[config.mk]
export PLATFORM = sky130hd
export DESIGN_NAME = lsu_ctrl
export DESIGN_NICKNAME = d
export VERILOG_FILES = /design/src/rtl/rv32_lsu_pkg.sv /design/src/rtl/lsu_store_fmt.sv /design/src/rtl/lsu_ctrl.sv
export SDC_FILE = /design/constraint.sdc
export NUM_CORES = 1
export LEC_CHECK = 0
export CAP_MARGIN = 20
export CELL_PAD_IN_SITES_DETAIL_PLACEMENT = 1
export CELL_PAD_IN_SITES_GLOBAL_PLACEMENT = 2
export CORE_MARGIN = 10
export CORE_UTILIZATION = 24
export DETAILED_ROUTE_END_ITERATION = 8
export PLACE_DENSITY = 0.85
export SKIP_CTS_REPAIR_TIMING = 1
export SLEW_MARGIN = 5
export SYNTH_ARGS = -nofsm -noshare
export SYNTH_HDL_FRONTEND = slang
export SYNTH_SLANG_ARGS = --single-unit
[constraint.sdc]
create_clock -name clk -period 10.1 [get_ports clk]
set_input_delay 2.02 -clock clk [delete_from_list [all_inputs] [get_ports clk]]
set_output_delay 2.02 -clock clk [all_outputs]
set_load 0.005 [all_outputs]
[src/rtl/rv32_lsu_pkg.sv]
// ============================================================================
// Module : rv32_lsu_pkg
// Brief  : Shared funct3 codes, FSM encoding and decode helpers for the LSU.
// Rev    : 1.0  initial release
// ============================================================================
`default_nettype none

package rv32_lsu_pkg;

  localparam logic [2:0] F3_B  = 3'b000;
  localparam logic [2:0] F3_H  = 3'b001;
  localparam logic [2:0] F3_W  = 3'b010;
  localparam logic [2:0] F3_BU = 3'b100;
  localparam logic [2:0] F3_HU = 3'b101;

  localparam logic [1:0] ST_IDLE = 2'd0;
  localparam logic [1:0] ST_REQ  = 2'd1;
  localparam logic [1:0] ST_WAIT = 2'd2;
  localparam logic [1:0] ST_RESP = 2'd3;

  typedef enum logic [1:0] {
    S_IDLE = ST_IDLE,
    S_REQ  = ST_REQ,
    S_WAIT = ST_WAIT,
    S_RESP = ST_RESP
  } state_e;

  // Returns {sig, b_hbar, bypass} for the load extender.
  function automatic logic [2:0] ext_ctrl(input logic [2:0] f3);
    case (f3)
      F3_B:    ext_ctrl = 3'b110;
      F3_H:    ext_ctrl = 3'b100;
      F3_W:    ext_ctrl = 3'b001;
      F3_BU:   ext_ctrl = 3'b010;
      F3_HU:   ext_ctrl = 3'b000;
      default: ext_ctrl = 3'b000;
    endcase
  endfunction

  function automatic logic is_illegal(input logic we, input logic [2:0] f3);
    if (we) is_illegal = (f3 > F3_W);
    else    is_illegal = (f3 == 3'b011) || (f3 == 3'b110) || (f3 == 3'b111);
  endfunction

  // Size lives in funct3[1:0]; callers rule out illegal codes first.
  function automatic logic is_misaligned(input logic [2:0] f3, input logic [1:0] off);
    case (f3[1:0])
      2'b01:   is_misaligned = off[0];
      2'b10:   is_misaligned = (off != 2'b00);
      default: is_misaligned = 1'b0;
    endcase
  endfunction

endpackage

`default_nettype wire

[src/rtl/lsu_store_fmt.sv]
// ============================================================================
// Module : lsu_store_fmt
// Brief  : Replicates store data across the word and builds byte strobes.
// Rev    : 1.0  initial release
// ============================================================================
`default_nettype none

module lsu_store_fmt
  import rv32_lsu_pkg::*;
(
  input  logic [2:0]  funct3_i,
  input  logic [1:0]  off_i,
  input  logic [31:0] wdata_i,
  output logic [31:0] wdata_o,
  output logic [3:0]  wstrb_o
);

  always_comb begin
    wdata_o = wdata_i;
    wstrb_o = 4'b1111;
    case (funct3_i)
      F3_B: begin
        wdata_o = {4{wdata_i[7:0]}};
        wstrb_o = 4'b0001 << off_i;
      end
      F3_H: begin
        wdata_o = {2{wdata_i[15:0]}};
        wstrb_o = off_i[1] ? 4'b1100 : 4'b0011;
      end
      default: begin
        wdata_o = wdata_i;
        wstrb_o = 4'b1111;
      end
    endcase
  end

endmodule

`default_nettype wire

[src/rtl/lsu_ctrl.sv]
// ============================================================================
// Module : lsu_ctrl
// Brief  : RV32 load/store sequencer between execute stage and data memory.
// Rev    : 1.0  initial release
// ============================================================================
`default_nettype none

module lsu_ctrl
  import rv32_lsu_pkg::*;
#(
  parameter int ADDR_W = 32
) (
  input  logic              clk,
  input  logic              rst,
  input  logic              req_valid_i,
  output logic              req_ready_o,
  input  logic              req_we_i,
  input  logic [2:0]        req_funct3_i,
  input  logic [ADDR_W-1:0] req_addr_i,
  input  logic [31:0]       req_wdata_i,
  output logic              resp_valid_o,
  output logic [31:0]       resp_rdata_o,
  output logic              resp_misaligned_o,
  output logic              resp_illegal_o,
  output logic              mem_req_o,
  output logic              mem_we_o,
  output logic [ADDR_W-1:0] mem_addr_o,
  output logic [31:0]       mem_wdata_o,
  output logic [3:0]        mem_wstrb_o,
  input  logic              mem_gnt_i,
  input  logic              mem_rvalid_i,
  input  logic [31:0]       mem_rdata_i,
  output logic [31:0]       ext_data_in_o,
  output logic              ext_sig_o,
  output logic              ext_b_hbar_o,
  output logic              ext_bypass_o,
  input  logic [31:0]       ext_data_out_i
);

  state_e state_q, state_d;

  logic              we_q, illegal_q, misaligned_q;
  logic [1:0]        off_q;
  logic              mem_we_q;
  logic [ADDR_W-1:0] mem_addr_q;
  logic [31:0]       mem_wdata_q;
  logic [3:0]        mem_wstrb_q;
  logic [31:0]       ext_data_q;
  logic [2:0]        ext_ctrl_q;

  logic        accept_w, illegal_w, misaligned_w, fault_w, store_w;
  logic [31:0] fmt_wdata_w;
  logic [3:0]  fmt_wstrb_w;

  assign accept_w     = (state_q == S_IDLE) && req_valid_i;
  assign illegal_w    = is_illegal(req_we_i, req_funct3_i);
  assign misaligned_w = !illegal_w && is_misaligned(req_funct3_i, req_addr_i[1:0]);
  assign fault_w      = illegal_w || misaligned_w;
  assign store_w      = req_we_i && !fault_w;

  lsu_store_fmt u_store_fmt (
    .funct3_i (req_funct3_i),
    .off_i    (req_addr_i[1:0]),
    .wdata_i  (req_wdata_i),
    .wdata_o  (fmt_wdata_w),
    .wstrb_o  (fmt_wstrb_w)
  );

  always_comb begin
    state_d = state_q;
    case (state_q)
      S_IDLE: if (req_valid_i) state_d = fault_w ? S_RESP : S_REQ;
      S_REQ:  if (mem_gnt_i)   state_d = we_q ? S_RESP : S_WAIT;
      S_WAIT: if (mem_rvalid_i) state_d = S_RESP;
      S_RESP: state_d = S_IDLE;
      default: state_d = S_IDLE;
    endcase
  end

  always_ff @(posedge clk or posedge rst) begin
    if (rst) begin
      state_q      <= S_IDLE;
      we_q         <= 1'b0;
      illegal_q    <= 1'b0;
      misaligned_q <= 1'b0;
      off_q        <= 2'b00;
      mem_we_q     <= 1'b0;
      mem_addr_q   <= '0;
      mem_wdata_q  <= '0;
      mem_wstrb_q  <= '0;
      ext_data_q   <= '0;
      ext_ctrl_q   <= '0;
    end else begin
      state_q <= state_d;
      if (accept_w) begin
        we_q         <= req_we_i;
        illegal_q    <= illegal_w;
        misaligned_q <= misaligned_w;
        off_q        <= req_addr_i[1:0];
        mem_we_q     <= store_w;
        mem_addr_q   <= {req_addr_i[ADDR_W-1:2], 2'b00};
        mem_wdata_q  <= store_w ? fmt_wdata_w : 32'h0;
        mem_wstrb_q  <= store_w ? fmt_wstrb_w : 4'h0;
        ext_ctrl_q   <= (req_we_i || fault_w) ? 3'b000 : ext_ctrl(req_funct3_i);
      end
      // Shift the addressed byte/half down to bit 0 for the extender.
      if (state_q == S_WAIT && mem_rvalid_i)
        ext_data_q <= mem_rdata_i >> {off_q, 3'b000};
    end
  end

  assign req_ready_o       = (state_q == S_IDLE);
  assign resp_valid_o      = (state_q == S_RESP);
  assign resp_illegal_o    = resp_valid_o && illegal_q;
  assign resp_misaligned_o = resp_valid_o && misaligned_q;
  assign resp_rdata_o      = (resp_valid_o && !we_q && !illegal_q && !misaligned_q)
                             ? ext_data_out_i : 32'h0;

  assign mem_req_o   = (state_q == S_REQ);
  assign mem_we_o    = mem_we_q;
  assign mem_addr_o  = mem_addr_q;
  assign mem_wdata_o = mem_wdata_q;
  assign mem_wstrb_o = mem_wstrb_q;

  assign ext_data_in_o = ext_data_q;
  assign ext_sig_o     = ext_ctrl_q[2];
  assign ext_b_hbar_o  = ext_ctrl_q[1];
  assign ext_bypass_o  = ext_ctrl_q[0];

endmodule

`default_nettype wire

==> metrics <==
status=completed; Distinct cells, synth=41; vias in the first global route=5,077; initial core utilization=24.5%; Leakage=3.47 nW; total track usage=14.3%; clk slew on worst S/H paths=0.07 ns; Period Utilization, post-route=50.9%; Synth area leaders=dfrtp_1 53%, mux2_2 8.5%, and2_1 4.2%, nand2_1 3.9%, o21ai_0 3.5%; GRT overflow=0; Die W=167 um; RR Startpoint=state_q[0]; clock latency on the worst-skew pair=0.35 ns; post-place setup slack=4.94 ns; Top FF cell, synth=dfrtp_1; top cell type's share of synthesized area=52.6%; CP Max Fanout=1; Max VDD drop=109 uV; Mapped Avg Cell Area=10.8 um^2; cts bufs inserted=9; Worst Path Arrival=3.12 ns; fraction of registers with async set or reset after synthesis=100%; Worst Setup Start Kind=input port; CP Class=in2out; placed cell count=1,005; Hold Crit Class=reg2reg; Via-to-Cell Ratio=4.61; post-route setup slack=4.96 ns; ant diodes=0; Layout area overhead=64.0%; Core ar.=0.0212 mm^2; Detail Route Antenna Nets=0; largest family of logic cells by synthesized area=compound AO/OA/AOI/OAI gates; Synth Area in Compound Gates=18.1%; first-pass GRT wire length=31,900 um; RSZ-0062 raised after global routing=no; mux cell area share after synthesis=11.6%; Max-slew headroom=27.5%; # Max-Cap Violations=0; Final Core Density=40.2%; Post-Synth XOR/XNOR Area=0%; Sink Count=109; cell area after synthesis=0.00519 mm^2; Vias=4,708; die area=0.0279 mm^2; Final nets=888; Cell Pwr Density=241 mW/mm^2; gpl congestion=0.737; Syn Inst Count=482; largest net degree at the start of global routing=67; hold path start=mem_wdata_o[29]; simple-gate area share of the yosys netlist=11.8%; most common cell in the netlist=dfrtp_1; die extent in y=167 um; non-filler cells, final=1,022; IO Pins=278; drt wl/cell=20.3 um; H-tree levels=3; Max Slew Vio Count=0; IO Port Bufs=275; Root Driver=clkbuf_16; Total Power=2.05 mW; Iter 0 DRT Violations=157; Sum Neg Setup Slack=0 ns; Worst Skew=0.0103 ns; Hold WS=0.483 ns; Ys Warns=0; cell taking the most area after synthesis=dfrtp_1; CP startpoint=ext_data_out_i[0]; # DRC=0; share of layout cells above drive strength 1=9.10%; FP Rows=53; DP HPWL=15,800 um; Synth Area in Adders=2.17%; final setup violation count=0; critical path capture point type=output pin; DP Area=0.00819 mm^2; Synth top cells by count=109 x dfrtp_1, 54 x nand2_1, 39 x mux2_2; Final Hold Vio Count=0; initial antenna violation count=0; CP required=8.08 ns; clock buffer depth=2; Post-synth EDFFs=0; CTS tree=yes; Period minus WS final=5.14 ns; drt total wl=20,800 um; Fmax=195 MHz; sequential element share of the synthesized area=52.6%; final instance area=0.00851 mm^2; measured slew at the worst slew-check pin=1.08 ns; Yosys reg bits=109; DRT Pass-1 Iters=4
## state kept, by name, summed over array words and instances (netlist names)
signal	flops
ext_data_in_o	32
mem_wdata_o	32
mem_addr_o	30
mem_wstrb_o	4
ext_ctrl_q	3
off_q	2
state_q	2
illegal_q	1
mem_we_o	1
misaligned_q	1
we_q	1
## critical path, stage by stage
cell and delay [ns]:
clkdlybuf4s50_1 0.44, and2_1 0.13, clkdlybuf4s50_1 0.52
## where the power goes
group | switching [mW] | internal [mW]
sequential | 0.104 | 0.614
combinational | 0.390 | 0.580
clock | 0.167 | 0.193
total | 0.662 | 1.39
## worst paths after layout
check	to	slack, ns	depth (start not counted)
max	resp_rdata_o[0]	4.96	3
min	mem_wdata_o[29]	0.48	2
max reg2reg	ext_data_in_o[26]	7.88	6
min reg2reg	mem_wdata_o[29]	0.48	2
max in group asynchronous	mem_addr_o[30]	6.70	3
min in group asynchronous	mem_addr_o[15]	2.08	2
## routing by layer
layer / part of all wire (%) / GRT usage [%]
met5: 0 / 0
met4: 0.81 / 2.41
met3: 10 / 7.48
met2: 48 / 23.0
met1: 41 / 16.9
## area by class of cell
type / instances / area, um^2
Clock buffer: 11 / 233
Clock inverter: 5 / 58.8
Fill cell: 2343 / 12600
Inverter: 9 / 36.3
Multi-Input combinational cell: 330 / 2280
Sequential cell: 109 / 2730
Tap cell: 275 / 344
Timing Repair Buffer: 283 / 2830
## cells by family after synthesis
logic type,after synthesis
adder cells (fa/ha/maj),9
multiplexers,55
other,1
buffers and inverters,44
AND/OR/NAND/NOR,123
flip-flops,109
AO/OA/AOI/OAI,141
## cell usage in the layout (no fill, tap or decap), drive strengths merged, types with 8 or more instances in the layout
cell type / count
and2: 35
a21oi: 19
clkdlybuf4s50: 275
a22o: 18
nand2: 55
nor2: 12
nor2b: 11
buf: 8
dfrtp: 109
ha: 9
a211oi: 10
mux2: 39
mux2i: 16
a221oi: 8
o21ai: 50
inv: 10
clkbuf: 11
o31ai: 17
a22oi: 8
No activity file was read; power rests on OpenSTA's default activity.
